==> src/rtl/pong_game_ctrl.sv <==
// Game-flow sequencer for Pong: serve/play/miss/over sequencing, lives, BCD score and speed level.
// Buttons are synchronised and edge-detected; every output is driven straight from a flop.
module pong_game_ctrl #(
    parameter int unsigned LIVES          = 3,
    parameter int unsigned SERVE_FRAMES   = 60,
    parameter int unsigned MISS_FRAMES    = 63,
    parameter int unsigned HITS_PER_LEVEL = 5,
    parameter int unsigned MAX_SPEED      = 3
) (
    input  logic       clk25,
    input  logic       Reset_n,
    input  logic       frame_tick,
    input  logic       start_btn,
    input  logic       pause_btn,
    input  logic       hit_pulse,
    input  logic       miss_pulse,
    output logic       ball_run,
    output logic       ball_center,
    output logic [1:0] speed,
    output logic [1:0] lives,
    output logic [7:0] score,
    output logic       flash,
    output logic [2:0] state
);

    typedef enum logic [2:0] {
        StIdle  = 3'd0,
        StServe = 3'd1,
        StPlay  = 3'd2,
        StPause = 3'd3,
        StMiss  = 3'd4,
        StOver  = 3'd5
    } state_e;

    localparam int unsigned TimerW = 8;

    state_e            state_q, state_d;
    logic [1:0]        lives_q, lives_d;
    logic [7:0]        score_q, score_d;
    logic [1:0]        speed_q, speed_d;
    logic [3:0]        hit_cnt_q, hit_cnt_d;
    logic [TimerW-1:0] timer_q, timer_d;
    logic [4:0]        frame_cnt_q, frame_cnt_d;
    logic              ball_run_q, ball_run_d;
    logic              ball_center_q, ball_center_d;
    logic              flash_q, flash_d;

    logic [1:0] start_sync_q, pause_sync_q;
    logic       start_prev_q, pause_prev_q;
    logic       start_p_q, pause_p_q;
    logic [1:0] settle_q;
    logic       armed;
    logic       do_start;

    // Edge detection stays masked until the synchronisers hold real samples, so a button
    // held through reset release never produces a pulse.
    assign armed = (settle_q == 2'd3);

    always_ff @(posedge clk25 or negedge Reset_n) begin
        if (!Reset_n) begin
            start_sync_q <= 2'b00;
            pause_sync_q <= 2'b00;
            start_prev_q <= 1'b0;
            pause_prev_q <= 1'b0;
            start_p_q    <= 1'b0;
            pause_p_q    <= 1'b0;
            settle_q     <= 2'd0;
        end else begin
            start_sync_q <= {start_sync_q[0], start_btn};
            pause_sync_q <= {pause_sync_q[0], pause_btn};
            start_prev_q <= start_sync_q[1];
            pause_prev_q <= pause_sync_q[1];
            start_p_q    <= armed & start_sync_q[1] & ~start_prev_q;
            pause_p_q    <= armed & pause_sync_q[1] & ~pause_prev_q;
            if (!armed) begin
                settle_q <= settle_q + 2'd1;
            end
        end
    end

    always_comb begin
        state_d     = state_q;
        lives_d     = lives_q;
        score_d     = score_q;
        speed_d     = speed_q;
        hit_cnt_d   = hit_cnt_q;
        timer_d     = timer_q;
        frame_cnt_d = frame_cnt_q;
        do_start    = 1'b0;

        case (state_q)
            StIdle: begin
                do_start = start_p_q;
            end
            StServe: begin
                if (frame_tick) begin
                    if (timer_q == '0) begin
                        state_d = StPlay;
                    end else begin
                        timer_d = timer_q - 1'b1;
                    end
                end
            end
            StPlay: begin
                if (miss_pulse) begin
                    lives_d = lives_q - 2'd1;
                    if (lives_q == 2'd1) begin
                        state_d     = StOver;
                        frame_cnt_d = '0;
                    end else begin
                        state_d = StMiss;
                        timer_d = TimerW'(MISS_FRAMES - 1);
                    end
                end else begin
                    if (hit_pulse) begin
                        if (score_q[3:0] == 4'd9) begin
                            score_d[3:0] = 4'd0;
                            score_d[7:4] = (score_q[7:4] == 4'd9) ? 4'd0 : score_q[7:4] + 4'd1;
                        end else begin
                            score_d[3:0] = score_q[3:0] + 4'd1;
                        end
                        if (hit_cnt_q == 4'(HITS_PER_LEVEL - 1)) begin
                            hit_cnt_d = '0;
                            if (speed_q < 2'(MAX_SPEED)) begin
                                speed_d = speed_q + 2'd1;
                            end
                        end else begin
                            hit_cnt_d = hit_cnt_q + 4'd1;
                        end
                    end
                    if (pause_p_q) begin
                        state_d = StPause;
                    end
                end
            end
            StPause: begin
                if (pause_p_q) begin
                    state_d = StPlay;
                end
            end
            StMiss: begin
                if (frame_tick) begin
                    if (timer_q == '0) begin
                        state_d   = StServe;
                        timer_d   = TimerW'(SERVE_FRAMES - 1);
                        speed_d   = 2'd1;
                        hit_cnt_d = '0;
                    end else begin
                        timer_d = timer_q - 1'b1;
                    end
                end
            end
            StOver: begin
                if (frame_tick) begin
                    frame_cnt_d = frame_cnt_q + 5'd1;
                end
                do_start = start_p_q;
            end
            default: begin
                state_d = StIdle;
            end
        endcase

        if (do_start) begin
            state_d   = StServe;
            lives_d   = 2'(LIVES);
            score_d   = 8'h00;
            speed_d   = 2'd1;
            hit_cnt_d = '0;
            timer_d   = TimerW'(SERVE_FRAMES - 1);
        end

        // Outputs are decoded from the next state so they land in flops alongside it.
        ball_run_d    = (state_d == StPlay);
        ball_center_d = (state_d == StIdle) || (state_d == StServe) || (state_d == StOver);
        flash_d       = (state_d == StMiss) || ((state_d == StOver) && frame_cnt_d[4]);
    end

    always_ff @(posedge clk25 or negedge Reset_n) begin
        if (!Reset_n) begin
            state_q       <= StIdle;
            lives_q       <= 2'(LIVES);
            score_q       <= 8'h00;
            speed_q       <= 2'd1;
            hit_cnt_q     <= '0;
            timer_q       <= '0;
            frame_cnt_q   <= '0;
            ball_run_q    <= 1'b0;
            ball_center_q <= 1'b1;
            flash_q       <= 1'b0;
        end else begin
            state_q       <= state_d;
            lives_q       <= lives_d;
            score_q       <= score_d;
            speed_q       <= speed_d;
            hit_cnt_q     <= hit_cnt_d;
            timer_q       <= timer_d;
            frame_cnt_q   <= frame_cnt_d;
            ball_run_q    <= ball_run_d;
            ball_center_q <= ball_center_d;
            flash_q       <= flash_d;
        end
    end

    assign state       = state_q;
    assign lives       = lives_q;
    assign score       = score_q;
    assign speed       = speed_q;
    assign ball_run    = ball_run_q;
    assign ball_center = ball_center_q;
    assign flash       = flash_q;

endmodule

==> config.mk <==
export PLATFORM = sky130hd
export DESIGN_NAME = pong_game_ctrl
export DESIGN_NICKNAME = d
export VERILOG_FILES = /design/src/rtl/pong_game_ctrl.sv
export SDC_FILE = /design/constraint.sdc
export NUM_CORES = 1
export LEC_CHECK = 0
export ABC_AREA = 1
export ABC_CLOCK_PERIOD_IN_PS = 4300
export CORE_MARGIN = 3
export CORE_UTILIZATION = 40
export DETAILED_ROUTE_END_ITERATION = 8
export GPL_TIMING_DRIVEN = 1
export PLACE_DENSITY = 0.71
export SETUP_SLACK_MARGIN = 0.5
export SLEW_MARGIN = 20
export SYNTH_ARGS = -nofsm -noshare
export SYNTH_HDL_FRONTEND = slang
export SYNTH_SLANG_ARGS = --single-unit
==> constraint.sdc <==
create_clock -name clk25 -period 4.3 [get_ports clk25]
set_input_delay 0.86 -clock clk25 [delete_from_list [all_inputs] [get_ports clk25]]
set_output_delay 0.86 -clock clk25 [all_outputs]
set_load 0.005 [all_outputs]
Yosys cells after proc, flatten, opt, wreduce, memory -nomap -nowiden
Cells that the tools add are included.
{"block": "totals", "reg_bits": 45, "output_inout_bits": 18, "word_cells": 132}
{"block": "op_classes", "addsub": 8, "n_lt_le_gt_ge": 1, "eq_ne": 28, "muxes": 48, "bitwise_logic": 6, "reduce_logical": 22}
{"op": "$mux 8", "count": 11}
{"op": "$mux 4", "count": 9}
{"op": "$ne 3x3->1 const B", "count": 10}
{"op": "$mux 3", "count": 8}
{"op": "$pmux 8 s3", "count": 1}
{"op": "$mux 2", "count": 10}
{"op": "$mux 5", "count": 3}
{"op": "$pmux 3 s5", "count": 1}
{"op": "$add 4x1->4 const B", "count": 3}
{"op": "$eq 3x3->1 const B", "count": 4}
{"op": "$pmux 5 s2", "count": 1}
{"op": "$reduce_bool 2->1", "count": 5}
{"op": "$eq 3x2->1 const B", "count": 3}
{"op": "$eq 4x4->1 const B", "count": 2}
{"op": "$logic_not 8->1", "count": 1}
{"op": "$pmux 4 s2", "count": 1}
{"op": "$reduce_and 4->1", "count": 2}
{"op": "$sub 8x1->8 const B", "count": 1}
{"op": "$reduce_and 7->1", "count": 1}
{"op": "$eq 3x1->1 const B", "count": 2}
{"op": "$logic_not 3->1", "count": 2}
{"op": "$ne 2x2->1 const B", "count": 3}
{"op": "$reduce_and 6->1", "count": 1}
{"op": "$add 5x1->5 const B", "count": 1}
{"op": "19 further kinds", "count": 27}

Longest topological paths before layout
Gate-level depths: netlist of the first run.
{"block": "logic_depth", "ltp_word": 8, "mapped_depth": 12}

Worst setup path after synthesis of the first run
OpenSTA, ideal clock, no wires.
{"block": "synth_path", "kind": "in2reg", "start": "input miss_pulse", "end": "register timer_q[7]", "t_arrival_ns": 1.726, "setup_slack_ns": 2.509, "path_stages": 10, "n_path_buf": 1, "path_cell_list": "inv_1 > or2_2 > nand2_1 > nand2_1 > inv_2 > nand2_2 > nand2_4 > buf_6 > nand4_1 > nand2_1"}
{"block": "synth_between", "elab_chain_len": 2}
{"element": "from (decl)", "line_no": "16", "text": "input logic miss_pulse,"}
{"element": "$ne 3x3->1 (no line)"}
{"element": "$reduce_and 6->1 (no line)"}
{"element": "to (signal assigned)", "line_no": "197", "text": "timer_q <= timer_d;"}
{"element": "to (decl)", "line_no": "42", "text": "logic [TimerW-1:0] timer_q, timer_d;"}
No other way between the ends.
A chain may end at the register's enable or synchronous reset.

Worst setup path in the final report of the first run
{"block": "layout_path", "start": "register speed_q[0], in the netlist speed[0]", "end": "output speed[0]"}
{"element": "from (decl)", "line_no": "40", "text": "logic [1:0] speed_q, speed_d;"}
{"element": "from (signal assigned)", "line_no": "195", "text": "speed_q <= speed_d;"}
{"element": "to (decl)", "line_no": "19", "text": "output logic [1:0] speed,"}
No word-level cell between the ends.

==> run summary, run 1 <==
status -> completed
Initial Utilization -> 42.6%
flops & latches, synth -> 45
Worst Slack Setup Final -> 2.06 ns
Tot GR Track Use -> 14.0%
synthesis warning total -> 0
Seq/Total Area, Yosys -> 46.5%
largest net degree at the start of global routing -> 46
largest cells by area after synthesis -> dfrtp_1, nand2_1, ha_1, dfstp_2, inv_1
Avg WL per Cell -> 12.2 um
Max Cap Viol -> 0
Clock Power Share -> 14.6%
Synth Cell Area -> 2430 sq um
Peak VDD IR -> 0.295 mV
Crit path max-delay family -> flip-flops
Pins Over Slew Limit -> 0
DR vias/cell -> 5.03
Max stage delay cell, worst path -> dfstp_2
WP buf/inv -> 1
fin cells -> 383
DRT iter0 DRCs -> 84
Die W -> 84 um
crit path cell chain -> clkdlybuf4s50_1
gpl congestion -> 0.821
Seq pwr share -> 38.1%
critical-path maximum fanout -> 4
synthesized area per cell -> 8.66 sq um
cts repair resizes -> 0
Die H -> 84 um
Slew @ Worst Pin -> 0.565 ns
Yosys top cell by area -> dfrtp_1
Yosys cell types -> 41
Place WS -> 1.75 ns
Fillers -> 523
hold_buf cts -> 0
crit path kind -> reg -> out
endpoint class of the critical path -> output port
placed cell area -> 2740 sq um
register clock-pin slew on the reported worst setup and hold paths -> 0.09 ns
CTS Buf Count -> 5
Slew Limit Headroom -> 62.3%
via count -> 1925
endpoints failing setup -> 0
HPWL Detailed -> 3400 um
final hold violation count -> 0
ANT nets after route -> 0
clock skew -> 0.00612 ns
IO Port Bufs -> 24
critical path launch point type -> register
Final Cycle Share -> 52.2%
net count after synthesis -> 299
sw frac -> 42.8%
# IOs -> 25
initial antenna violation count -> 0
most frequent cell after synthesis -> nand2_1
num rows -> 27
area fraction of the dominant cell type after synthesis -> 42.2%
drt drc -> 0
Gate Count Post-Synth -> 281
Gate power share -> 47.3%
Setup TNS -> 0 ns
nets -> 328
post-synthesis async set-or-reset flop share -> 100%
Lkg Pwr -> 1.39 nW
Die Area -> 7060 sq um
vias in the first global route -> 1854
clock tree sinks -> 45
Max Freq -> 446 MHz
top cells by count, synth -> nand2_1, dfrtp_1, inv_1
CTS Buffer Depth -> 2
Post-CTS Setup Bufs -> 0
CTS tree -> yes
Post-synth EDFFs -> 0
min-delay worst type -> reg -> reg
Power Density -> 665 nW/um^2
max incr delay on CP -> 0.57 ns
post-route minimum period -> 2.24 ns
H-tree levels -> 2
arrival time at the worst endpoint -> 1.38 ns
layout cells sized above 1 -> 16.1%
area growth from synthesis to layout -> 16.6%
gr ovfl total -> 0
DRT Pass-1 Iters -> 4
Design Area, Final -> 2840 sq um
CP required -> 3.44 ns
clock latency at the later pin of the worst-skew pair -> 0.30 ns
first-pass GRT wire length -> 8290 um
P_sw -> 0.000807 W
Cell Int Power -> 0.00108 W
RSZ-0062 raised after global routing -> false
commonest register cell after synthesis -> dfrtp_1
Core Region -> 5710 sq um
CTS Root Cell -> clkbuf_8
Post-Place Cells -> 375
WL final -> 4680 um
# diodes -> 0
[routing by layer]
layer	GRT usage, %	vias to the layer above	part of all wire, %
li1	-	980	-
met1	18.6	913	49
met2	22.1	25	47
met3	3.36	7	3.3
met4	5.26	0	1.3
met5	0	-	0
[layout make-up]
cell class | instances | area (sq um) | area share, %
Multi-Input combinational cell | 196 | 1140 | 40.1
Sequential cell | 45 | 1130 | 39.9
Timing Repair Buffer | 24 | 238 | 8.38
Inverter | 38 | 145 | 5.11
Tap cell | 72 | 90.1 | 3.17
Clock buffer | 5 | 68.8 | 2.43
Clock inverter | 3 | 26.3 | 0.926
[stage by stage]
stage	hold WS, ns	total power (W)	util, %
finish	0.355	0.00189	49.7
CTS	0.359	0.00191	49.7
floorplan	0.331	0.00135	-
global route	0.369	0.00206	49.7
detailed placement	0.336	0.00163	48.0
global placement	0.332	0.00160	48.0
[cell families after synthesis]
| kind of cell | synth area share, % |
|---|---|
| adders and majority gates | 5.66 |
| xor gates and xnor gates | 1.80 |
| muxes | 0.874 |
| and+or+nand+nor | 28.1 |
| AOI/OAI and AO/OA | 10.3 |
| DFF | 46.5 |
| buffers and inverters | 6.74 |
[flip-flops by register name, summed over array words and instances (netlist names), 2 cells and up]
name          cells
state             3
frame_cnt_q       5
timer_q           8
speed             2
score             8
lives             2
hit_cnt_q         4
pause_sync_q      2
settle_q          2
start_sync_q      2
[final timing paths]
kind                       cells after the start  slack, ns               to       startpoint
setup / recovery                               1       2.06         speed[0]         speed[0]
hold / removal                                 0       0.35  pause_sync_q[1]  pause_sync_q[0]
setup reg to reg                              11       2.41       timer_q[0]         lives[1]
hold reg to reg                                0       0.35  pause_sync_q[1]  pause_sync_q[0]
max in group asynchronous                      1       3.37         score[4]          Reset_n
min in group asynchronous                      1       0.55       timer_q[7]          Reset_n
[power by group through the flow]
stage               combinational [W]  clock (W)  sequential, W
CTS                          0.000904   0.000288       0.000720
global placement             0.000873          0       0.000722
global route                  0.00102   0.000301       0.000746
floorplan                    0.000651          0       0.000703
finish                       0.000893   0.000275       0.000719
detailed placement           0.000899          0       0.000727
[placed cells by master, fill, tap and decap left out, types with 2 or more instances in the layout]
cell and count:
o22ai_1 2, xnor2_1 2, nand4_1 8, ha_1 11, nand3b_1 2, dfstp_2 4
dfrtp_1 41, nand2_4 3, inv_2 8, o21ai_2 5, o21ai_0 3, o211ai_1 2
nand3_1 21, nor2_1 23, nor3_1 2, or2_2 3, clkdlybuf4s50_1 23, clkinv_4 2
nand2_1 63, inv_1 28, o31ai_1 2, nor2_4 2, nor2_2 3, a21oi_1 3
clkbuf_8 5, nand2_2 5, nand3_2 3, xor2_1 3, o21ai_1 14
Note: power is estimated with default switching activity, not from simulation.
==> inputs of run 2 (changes only) <==
- ABC_CLOCK_PERIOD_IN_PS: 4300 -> 2200
- clock period: 4.3 -> 2.2 ns (I/O delays scaled with it)
==> run 2 against run 1 <==
Net effect:
- count of clock-buffer cells in the layout unchanged
- hold slack worse by 0.16 ns
- critical path depth unchanged
- sequential cell count unchanged
- power up 120%
- clock power up 100%
- routed wire length up 18%
- sequential share of layout area down 3.6 points
- cell count up 5.5%
- setup slack worse by 1.5 ns
==> run summary, run 2 (synthesis gave the netlist of run 1 again) <==
CTS Buf Count -> 5 (unchanged)
crit path cell chain -> clkdlybuf4s50_1 (unchanged)
Total Power -> 0.00419 W (was 0.00189 W)
sw frac -> 44.1% (was 42.8%)
final hold violation count -> 0 (unchanged)
hold_buf cts -> 0 (unchanged)
Max stage delay cell, worst path -> clkdlybuf4s50_1 (was dfstp_2)
Die H -> 84 um (unchanged)
largest net degree at the start of global routing -> 37 (was 46)
DR vias/cell -> 5.13 (was 5.03)
CTS tree -> yes (unchanged)
HPWL Detailed -> 3400 um (about the same)
P_sw -> 0.00185 W (was 0.000807 W)
# IOs -> 25 (unchanged)
Initial Utilization -> 42.6% (unchanged)
CTS Root Cell -> clkbuf_8 (unchanged)
Slew @ Worst Pin -> 0.784 ns (was 0.565 ns)
min-delay worst type -> in -> async (was reg -> reg)
# diodes -> 0 (unchanged)
Reg2Reg Depth -> 7 (was 11)
nets -> 349 (was 328)
Tot GR Track Use -> 15.1% (was 14.0%)
Die Area -> 7060 sq um (unchanged)
Lkg Pwr -> 1.57 nW (was 1.39 nW)
Max Cap Viol -> 0 (unchanged)
DRT Pass-1 Iters -> 4 (unchanged)
clock tree sinks -> 45 (unchanged)
DRT iter0 DRCs -> 79 (was 84)
initial antenna violation count -> 0 (unchanged)
ANT nets after route -> 0 (unchanged)
Max Freq -> 599 MHz
IO Port Bufs -> 24 (unchanged)
post-route minimum period -> 1.67 ns
commonest non-fill, non-tap cell in the layout -> nand2_1 (unchanged)
Die W -> 84 um (unchanged)
max incr delay on CP -> 0.51 ns (was 0.57 ns)
Gate power share -> 53.9% (was 47.3%)
clock skew -> 0.00837 ns (was 0.00612 ns)
vias in the first global route -> 2040 (was 1854)
critical-path maximum fanout -> 3 (was 4)
layout cells sized above 1 -> 28.3% (was 16.1%)
gpl congestion -> 0.793 (was 0.821)
endpoints failing setup -> 0 (unchanged)
Design Area, Final -> 3140 sq um (was 2840 sq um)
status -> completed (unchanged)
critical path launch point type -> register (unchanged)
Avg WL per Cell -> 13.7 um (was 12.2 um)
Core Region -> 5710 sq um (unchanged)
drt drc -> 0 (unchanged)
most frequent cells in the layout -> nand2_1, dfrtp_1, inv_1 (unchanged)
H-tree levels -> 2 (unchanged)
placed cell area -> 2760 sq um (was 2740 sq um)
register clock-pin slew on the reported worst setup and hold paths -> 0.10 ns (was 0.09 ns)
WL final -> 5530 um (was 4680 um)
Crit path max-delay family -> buffers and inverters (was flip-flops)
Peak VDD IR -> 0.653 mV (was 0.295 mV)
area growth from synthesis to layout -> 29.0% (was 16.6%)
Worst R2R Start -> state[1] (was lives[1])
Slew Limit Headroom -> 47.8% (was 62.3%)
Cell Int Power -> 0.00234 W (was 0.00108 W)
CP required -> 1.76 ns (was 3.44 ns)
CTS Buffer Depth -> 2 (unchanged)
arrival time at the worst endpoint -> 1.23 ns (was 1.38 ns)
worst reg-to-reg setup slack -> 0.55 ns (was 2.41 ns)
clock latency at the later pin of the worst-skew pair -> 0.31 ns (was 0.30 ns)
via count -> 2072 (was 1925)
num rows -> 27 (unchanged)
Final Cycle Share -> 75.9%
Pins Over Slew Limit -> 0 (unchanged)
WP buf/inv -> 1 (unchanged)
first-pass GRT wire length -> 8890 um (was 8290 um)
gr ovfl total -> 0 (unchanged)
endpoint class of the critical path -> output port (unchanged)
Fillers -> 515 (was 523)
Clock Power Share -> 13.2% (was 14.6%)
Seq pwr share -> 32.9% (was 38.1%)
crit path kind -> reg -> out (unchanged)
Power Density -> 1340 nW/um^2 (was 665 nW/um^2)
Reg2Reg Capture Point -> hit_cnt_q[3] (was timer_q[0])
RSZ-0062 raised after global routing -> true (was false)
Setup TNS -> 0 ns (unchanged)
[run 2: cell types whose count changed in the layout (fill, tap and decap cells not counted), sizes merged]
cell,previous run,this run
nand2,71,72
buf,1,21
inv,38,40
dlymetal6s2s,0,5
clkinvlp,0,1
dlygate4sd2,0,4
clkinv,3,0
clkdlybuf4s50,23,14
[run 2: cell type report]
| type | instances | area, sq um | share of cell area [%] |
|---|---|---|---|
| Clock buffer | 5 | 68.8 | 2.19 |
| Inverter | 38 | 150 | 4.78 |
| Timing Repair Buffer | 44 | 393 | 12.5 |
| Tap cell | 72 | 90.1 | 2.87 |
| Sequential cell | 45 | 1140 | 36.3 |
| Multi-Input combinational cell | 197 | 1270 | 40.6 |
| Clock inverter | 3 | 25.0 | 0.797 |
[run 2: per-layer routing]
layer  up-vias  part of all wire (%)  track usage, %
met1       986                    45            19.8
met4         0                   2.2            5.70
li1       1025                     -               -
met3        11                   4.2            3.16
met5         -                     0               0
met2        50                    48            24.7
[run 2: worst max-delay path by stage]
stage                    to  depth (start not counted)        from  slack [ns]
5_1_grt        hit_cnt_q[3]                          8    state[1]        0.45
2_1_floorplan    timer_q[7]                         11    lives[1]        0.55
4_1_cts          timer_q[0]                         11    lives[1]        0.49
6_report           state[1]                          1    state[1]        0.53
3_5_place_dp     timer_q[0]                         11  miss_pulse        0.10
3_3_place_gp     timer_q[0]                         11  miss_pulse        0.12
[run 2: power groups by stage]
stage	Combinational (W)	Sequential (W)	Clock [W]
after floorplan	0.00127	0.00137	0
after global placement	0.00171	0.00142	0
after detailed placement	0.00175	0.00142	0
after CTS	0.00201	0.00137	0.000561
after global routing	0.00254	0.00142	0.000601
final	0.00226	0.00138	0.000555
[run 2: through the flow]
stage | instances | worst slack (ns) | hold slack (ns) | utilization, %
after global placement | 377 | 0.123 | 0.332 | 48.3
final | 404 | 0.531 | 0.199 | 55.0
after detailed placement | 377 | 0.104 | 0.336 | 48.3
after CTS | 396 | 0.489 | 0.240 | 52.0
after global routing | 404 | 0.450 | 0.269 | 55.0
after floorplan | 281 | 0.549 | 0.144 | -
[run 2: worst register-to-register path, delay by kind of cell, from the launching register on]
family	cells	cell delay (ns)
DFF	1	0.45
AOI/OAI and AO/OA	2	0.40
and+or+nand+nor	4	0.60
buffers and inverters	1	0.12
[run 2: repair_timing]
action	4_1_cts	5_1_grt
pin swaps	1	11
setup buffers	10	8
gates cloned	1	0
gates resized for setup	17	30
endpoints found under the setup margin	21	32
